==> config.mk <==
export PLATFORM = sky130hd
export DESIGN_NAME = sixteen_to_four_serializer
export DESIGN_NICKNAME = d
export VERILOG_FILES = /design/src/rtl/sixteen_to_four_serializer.sv
export SDC_FILE = /design/constraint.sdc
export NUM_CORES = 1
export LEC_CHECK = 0
export CAP_MARGIN = 20
export CORE_MARGIN = 1.5
export CORE_UTILIZATION = 45
export CTS_CLUSTER_SIZE = 24
export DETAILED_ROUTE_END_ITERATION = 7
export GPL_TIMING_DRIVEN = 0
export MAX_ROUTING_LAYER = met4
export PLACE_DENSITY = 0.78
export SETUP_SLACK_MARGIN = 0.1
export SLEW_MARGIN = 20
export SYNTH_ARGS = -nofsm -noshare
export SYNTH_HDL_FRONTEND = slang
export SYNTH_SLANG_ARGS = --single-unit
==> constraint.sdc <==
create_clock -name clk -period 2.3 [get_ports clk]
set_input_delay 0.345 -clock clk [delete_from_list [all_inputs] [get_ports clk]]
set_output_delay 0.345 -clock clk [all_outputs]
set_load 0.02 [all_outputs]
==> src/rtl/sixteen_to_four_serializer.sv <==
// sixteen_to_four_serializer: accepts a 16-bit multi-hot vector and drains it
// as a stream of 4-bit bit indices, one per code handshake, in priority order.
// LSB_FIRST=1 emits the lowest set bit first, LSB_FIRST=0 the highest.
module sixteen_to_four_serializer #(
   parameter int LSB_FIRST = 1
) (
   input  logic        clk,
   input  logic        rst_n,
   input  logic [15:0] req,
   input  logic        req_valid,
   output logic        req_ready,
   output logic [3:0]  code,
   output logic        code_valid,
   input  logic        code_ready,
   output logic        code_last,
   output logic        zero_req,
   output logic        busy
);

   typedef enum logic [0:0] {
      ST_IDLE  = 1'b0,
      ST_DRAIN = 1'b1
   } state_t;

   state_t      state_q, state_d;
   logic [15:0] pending_q, pending_d;
   logic        zero_req_q, zero_req_d;

   logic [3:0]  sel_idx;
   logic [15:0] sel_onehot;
   logic        single_bit;
   logic        draining;

   // Index of the lowest set bit; 0 when the vector is empty.
   function automatic logic [3:0] lowest_idx(input logic [15:0] v);
      logic [3:0] idx;
      idx = '0;
      for (int i = 15; i >= 0; i--) begin
         if (v[i]) idx = 4'(i);
      end
      return idx;
   endfunction

   // Index of the highest set bit; 0 when the vector is empty.
   function automatic logic [3:0] highest_idx(input logic [15:0] v);
      logic [3:0] idx;
      idx = '0;
      for (int i = 0; i < 16; i++) begin
         if (v[i]) idx = 4'(i);
      end
      return idx;
   endfunction

   // Selection and last-bit detection depend only on the pending register,
   // so the code outputs never combinationally follow code_ready or req.
   always_comb begin
      if (LSB_FIRST != 0) sel_idx = lowest_idx(pending_q);
      else                sel_idx = highest_idx(pending_q);
      sel_onehot = 16'h0001 << sel_idx;
      // Exactly one bit set: non-zero and clearing the lowest bit empties it.
      single_bit = (pending_q != 16'h0000) &&
                   ((pending_q & (pending_q - 16'd1)) == 16'h0000);
   end

   assign draining   = (state_q == ST_DRAIN);
   assign req_ready  = (state_q == ST_IDLE);
   assign code_valid = draining;
   assign busy       = draining;
   assign code       = draining ? sel_idx : 4'h0;
   assign code_last  = draining && single_bit;
   assign zero_req   = zero_req_q;

   // Next-state logic: accept in IDLE, retire one bit per transfer in DRAIN.
   always_comb begin
      state_d    = state_q;
      pending_d  = pending_q;
      zero_req_d = 1'b0;
      case (state_q)
         ST_IDLE: begin
            if (req_valid) begin
               if (req == 16'h0000) begin
                  // Empty vector: nothing to emit, just flag it for one cycle.
                  zero_req_d = 1'b1;
               end else begin
                  pending_d = req;
                  state_d   = ST_DRAIN;
               end
            end
         end
         ST_DRAIN: begin
            if (code_ready) begin
               pending_d = pending_q & ~sel_onehot;
               if (single_bit) state_d = ST_IDLE;
            end
         end
         default: begin
            state_d   = ST_IDLE;
            pending_d = 16'h0000;
         end
      endcase
   end

   // State, pending vector and the zero-vector pulse; reset discards any drain.
   always_ff @(posedge clk or negedge rst_n) begin
      if (!rst_n) begin
         state_q    <= ST_IDLE;
         pending_q  <= 16'h0000;
         zero_req_q <= 1'b0;
      end else begin
         state_q    <= state_d;
         pending_q  <= pending_d;
         zero_req_q <= zero_req_d;
      end
   end

endmodule

=== Word level (Yosys, flattened, before mapping) ===
Cells that the tools add are included.

* Input bits: 20
* Output and inout bits: 9
* Register bits after elaboration: 18
* Logic and storage cells: 47

* Reductions and logical operators: 6
* Equal/unequal tests: 3
* Bitwise logic cells: 4
* Add/subtract/negate cells: 1
* Shift-type cells: 1
* Mux-type cells: 29

{| class="wikitable"
|+ Operator list
! kind !! count
|-
| 4-bit two-way mux || 17
|-
| 16-bit two-way mux || 3
|-
| 16-bit bitwise AND || 2
|-
| 16-bit logical NOT || 2
|-
| 16-bit case mux with 2 select lines || 1
|-
| 16-bit inverter || 1
|-
| 16-bit nonzero test || 1
|-
| 1-bit by 4-bit left shift with 16-bit output (first input constant) || 1
|-
| 16-bit by 1-bit subtractor with 16-bit output (second input constant) || 1
|-
| 1-bit two-way mux || 7
|-
| 2-bit != test (second input constant) || 3
|-
| 3-bit AND reduction || 1
|-
| 1-bit logical AND || 2
|-
| 1-bit case mux with 2 select lines || 1
|-
| 1-bit inverter || 1
|}

=== Depth between registers and ports, before layout ===
* Depth after elaboration: 21
* Mapped depth: 7
* Mapped depth without buffers: 6

=== Worst setup path before layout ===
Ideal clock, no wire load.

* Path type: register -> output
* From: reg pending_q[2]
* To: out code_last
* Arrival time: 1.967 ns
* Path buffers: 0
* Stages on the path, launching flop included: 7
* Setup slack: -0.012 ns
* Required time: 1.955 ns
* Cell sequence: dfrtp_1 nor4_4 nand3_2 nor3_1 mux2i_1 nand4_1 nor3_1

* Word-level cells in the longest chain between the ends: 5
* Elaborated cells between the ends (all ways): 6
* Those cells by class: 1 x add/sub; 1 x bitwise; 4 x reduce/logical

{| class="wikitable"
|+ RTL lines
! item !! RTL line !! text
|-
| start: declaration || 26 || <nowiki>logic [15:0] pending_q, pending_d;</nowiki>
|-
| start signal: assignment || 111 || <nowiki>pending_q <= pending_d;</nowiki>
|-
| 16-bit by 1-bit subtractor with 16-bit output || 62 || <nowiki>((pending_q & (pending_q - 16'd1)) == 16'h0000);</nowiki>
|-
| 16-bit bitwise AND || 62 ||
|-
| 16-bit logical NOT || 62 ||
|-
| 1-bit logical AND (*) || 61 || <nowiki>single_bit = (pending_q != 16'h0000) &&</nowiki>
|-
| 1-bit logical AND (*) || 70 || <nowiki>assign code_last = draining && single_bit;</nowiki>
|-
| end: declaration || 15 || <nowiki>output logic code_last,</nowiki>
|}

Mark *: on every way between the ends. The rest lies on a longest branch, timed or not.

=== Worst setup path after layout ===
* From: reg pending_q[0]
* To: out code_last

Same word-level chain as after synthesis.

==> results.py <==
metrics = {
    "global_route": {
        "grt_max_degree": 19,
        "gr-usage-all-layers_pct": 29.4,
        "grtUsageMet1_pct": 38.3,
        "use_met2_pct": 47.5,
        "grt_pass1_wl_um": 7130,
        "antenna_found_initial": 0,
        "grt_overflow": 0,
        "grt_pass1_vias": 1475,
        "busiest_layer": "met2",
        "use_met3_pct": 3.23,
    },
    "timing": {
        "clock.fmax_mhz": 376,
        "period_share_pct": 116,
        "slew_viol_final": 0,
        "fin_setup_tns_ns": -0.530,
        "finalWorstSetupSlack_ns": -0.358,
        "hold_viol": 0,
        "worstMarginPinSlew_ns": 0.839,
        "relSlewSlack_pct": 43.9,
        "finalSetupViolCount": 3,
        "rsz0062_at_grt": "yes",
        "fin_skew_ns": 0.00256,
        "min_period_ns": 2.66,
    },
    "detailed_routing": {
        "drcViolationCount": 0,
        "drtPass1Iterations": 4,
        "dr.first_iter.drc_count": 77,
        "via_per_inst": 6.49,
        "totalWireLength_um": 4580,
        "wl_per_cell_um": 18.9,
        "ant_nets": 0,
        "vias": 1571,
    },
    "clock_network": {
        "cts_tree": "yes",
        "clock_path_buffers": 2,
        "holdBufCountCts": 0,
        "cts_max_level": 1,
        "cts_num_sinks": 18,
        "cts-buffers-inserted": 3,
        "root_buffer": "clkbuf_4",
        "clk_pin_slew_ns": 0.11,
        "clk_latency_ns": 0.30,
    },
    "setup_path": {
        "worstSetupStartpointType": "flop",
        "reg2reg_to": "busy$_DFF_PN0_",
        "reg2reg_depth": 8,
        "crit_type": "reg2out",
        "critPathMaxFanout": 6,
        "worst_ep_arrival_time_ns": 2.31,
        "crit_path_end_kind": "output pin",
        "rr_startpoint": "pending_q[0]$_DFFE_PN0P_",
        "r2r_setup_slack_ns": 0.06,
        "required_ns": 1.96,
    },
    "placed_design": {
        "dpl.hpwl_um": 2860,
        "dp_slack_ns": -0.544,
        "place_area_um2": 1610,
        "io_buffers": 28,
        "place_congestion": 0.952,
    },
    "power": {
        "clkPwrFrac_pct": 8.8,
        "internal_power_mw": 1.23,
        "power_density_nw_per_um2": 1180,
        "seqPwrFrac_pct": 27.4,
        "switching_share_pct": 47.3,
        "leakage_nw": 0.791,
        "finalPower_mw": 2.33,
        "netSwitchingPower_mw": 1.10,
        "ir_drop_uv": 827,
        "p_comb_share_pct": 63.8,
    },
    "worst_hold_path": {
        "hold_path.class": "in2async",
    },
    "run_status": {
        "violations": "setup timing",
        "run_status": "finished with violations",
    },
    "synthesis": {
        "ys_types": 47,
        "syn-num-nets": 176,
        "ys.flop_type": "dfrtp_1",
        "synth_edf_count": 0,
        "ys_async_sr_fraction_pct": 100,
        "synthesis.instances": 156,
        "ys_seq_area_share_pct": 35.0,
        "syn_area_per_cell_um2": 8.25,
        "ys_warn_count": 0,
        "ys_ff_latch": 18,
        "syn_area_um2": 1290,
    },
    "finish": {
        "synthToLayoutAreaGrowth_pct": 53.8,
        "nNetsFinal": 232,
        "diodes": 0,
        "fin_util_pct": 72.4,
        "final_layout_size_suffix_gt1_share_pct": 32.7,
        "fin_area_um2": 1980,
    },
    "floorplan": {
        "fp.dieW_um": 56.5,
        "die_h_um": 56.5,
        "std_cell_rows": 19,
        "coreArea_um2": 2730,
        "pin_count": 29,
        "die-area_um2": 3190,
        "floorplan.initialDensity_pct": 47.1,
    },
    "flow_run": {
        "drv_cap": 0,
    },
}
[cell usage in the layout (no fill, tap or decap), types with 3 or more instances in the layout]
master / count
a21oi_1: 12
a22oi_1: 4
and2_1: 3
buf_2: 3
buf_4: 27
buf_6: 3
clkbuf_4: 3
clkdlybuf4s50_1: 22
dfrtp_1: 14
dfrtp_2: 4
inv_1: 6
mux2i_1: 5
nand2_1: 18
nand2b_1: 3
nor2_1: 14
nor3_1: 4
nor4_2: 3
o21ai_0: 6
o21ai_1: 3
[power by group through the flow]
stage	logic (mW)	registers (mW)	clock network (mW)
after floorplan	0.764	0.553	0
after global placement	1.05	0.594	0
after detailed placement	1.07	0.595	0
after CTS	1.29	0.628	0.203
after global routing	1.60	0.653	0.218
final	1.49	0.639	0.206
[Yosys cell counts, drive strengths merged, types with 2 or more instances]
cell	n	area, um2
nand2b	4	25.0
nor3	7	40.0
o31ai	3	22.5
o41ai	2	25.0
o31a	2	17.5
nor4	7	58.8
o21ai	10	50.0
nand3	2	15.0
o211ai	2	15.0
nand2	18	67.6
a31oi	3	25.0
a21oi	14	73.8
nor2	16	60.1
a22oi	4	30.0
dfrtp	18	450
and2	3	18.8
or3	2	12.5
nand4	2	12.5
inv	7	26.3
a221o	2	20.0
mux2i	5	50.1
buf	5	33.8
clkbuf	3	11.3
[cells by family after synthesis]
logic type	synth area share [%]
AND/OR/NAND/NOR	27.0
AO/OA/AOI/OAI	28.6
flip-flops	35.0
buffers and inverters	5.54
multiplexers	3.89
[sequential cells by signal, indices dropped and copies added (netlist names)]
signal     count
busy           1
pending_q     16
zero_req       1
[routing by layer]
layer	up-vias	share of wire, %
met2	99	50
met3	15	8.7
li1	700	-
met1	757	39
met5	-	0
met4	0	2.6
[per-stage QoR]
step                cells  hold slack (ns)
detailed placement    215            0.596
floorplan             156           0.0494
global route          242            0.582
finish                242            0.508
CTS                   230            0.529
global placement      215            0.596
[cell type report]
class | instances | area (um2)
multi-input cells | 123 | 921
fillers | 208 | 753
well taps | 31 | 38.8
plain buffers | 8 | 68.8
clock buffers | 4 | 36.3
repair buffers | 51 | 434
inverters | 7 | 26.3
flip-flops and latches | 18 | 455
[critical path: stages (launching register included)]
cell and delay (ns):
dfrtp_1 0.41, buf_6 0.14, nor4_4 0.36, nand3_4 0.17, nor3_4 0.15, mux2i_1 0.21
nand4_1 0.21, nor3_2 0.20, buf_4 0.16
[timing repair]
item / in CTS / in global routing
resized for setup: 49 / 16
setup buffers: 12 / 12
pin swaps: 10 / 8
endpoints found under the setup margin: 19 / 16
[how the worst max path moves through the flow]
stage	startpoint	slack (ns)	to	cells after the start
after global routing	pending_q[0]$_DFFE_PN0P_	-0.44	code_last	9
after floorplan	pending_q[2]$_DFFE_PN0P_	0.14	code_last	6
final	pending_q[0]$_DFFE_PN0P_	-0.36	code_last	8
after CTS	pending_q[1]$_DFFE_PN0P_	-0.30	code_last	8
after detailed placement	pending_q[2]$_DFFE_PN0P_	-0.54	code_last	7
after global placement	pending_q[2]$_DFFE_PN0P_	-0.53	code_last	7
(Power assumes the default switching activity.)
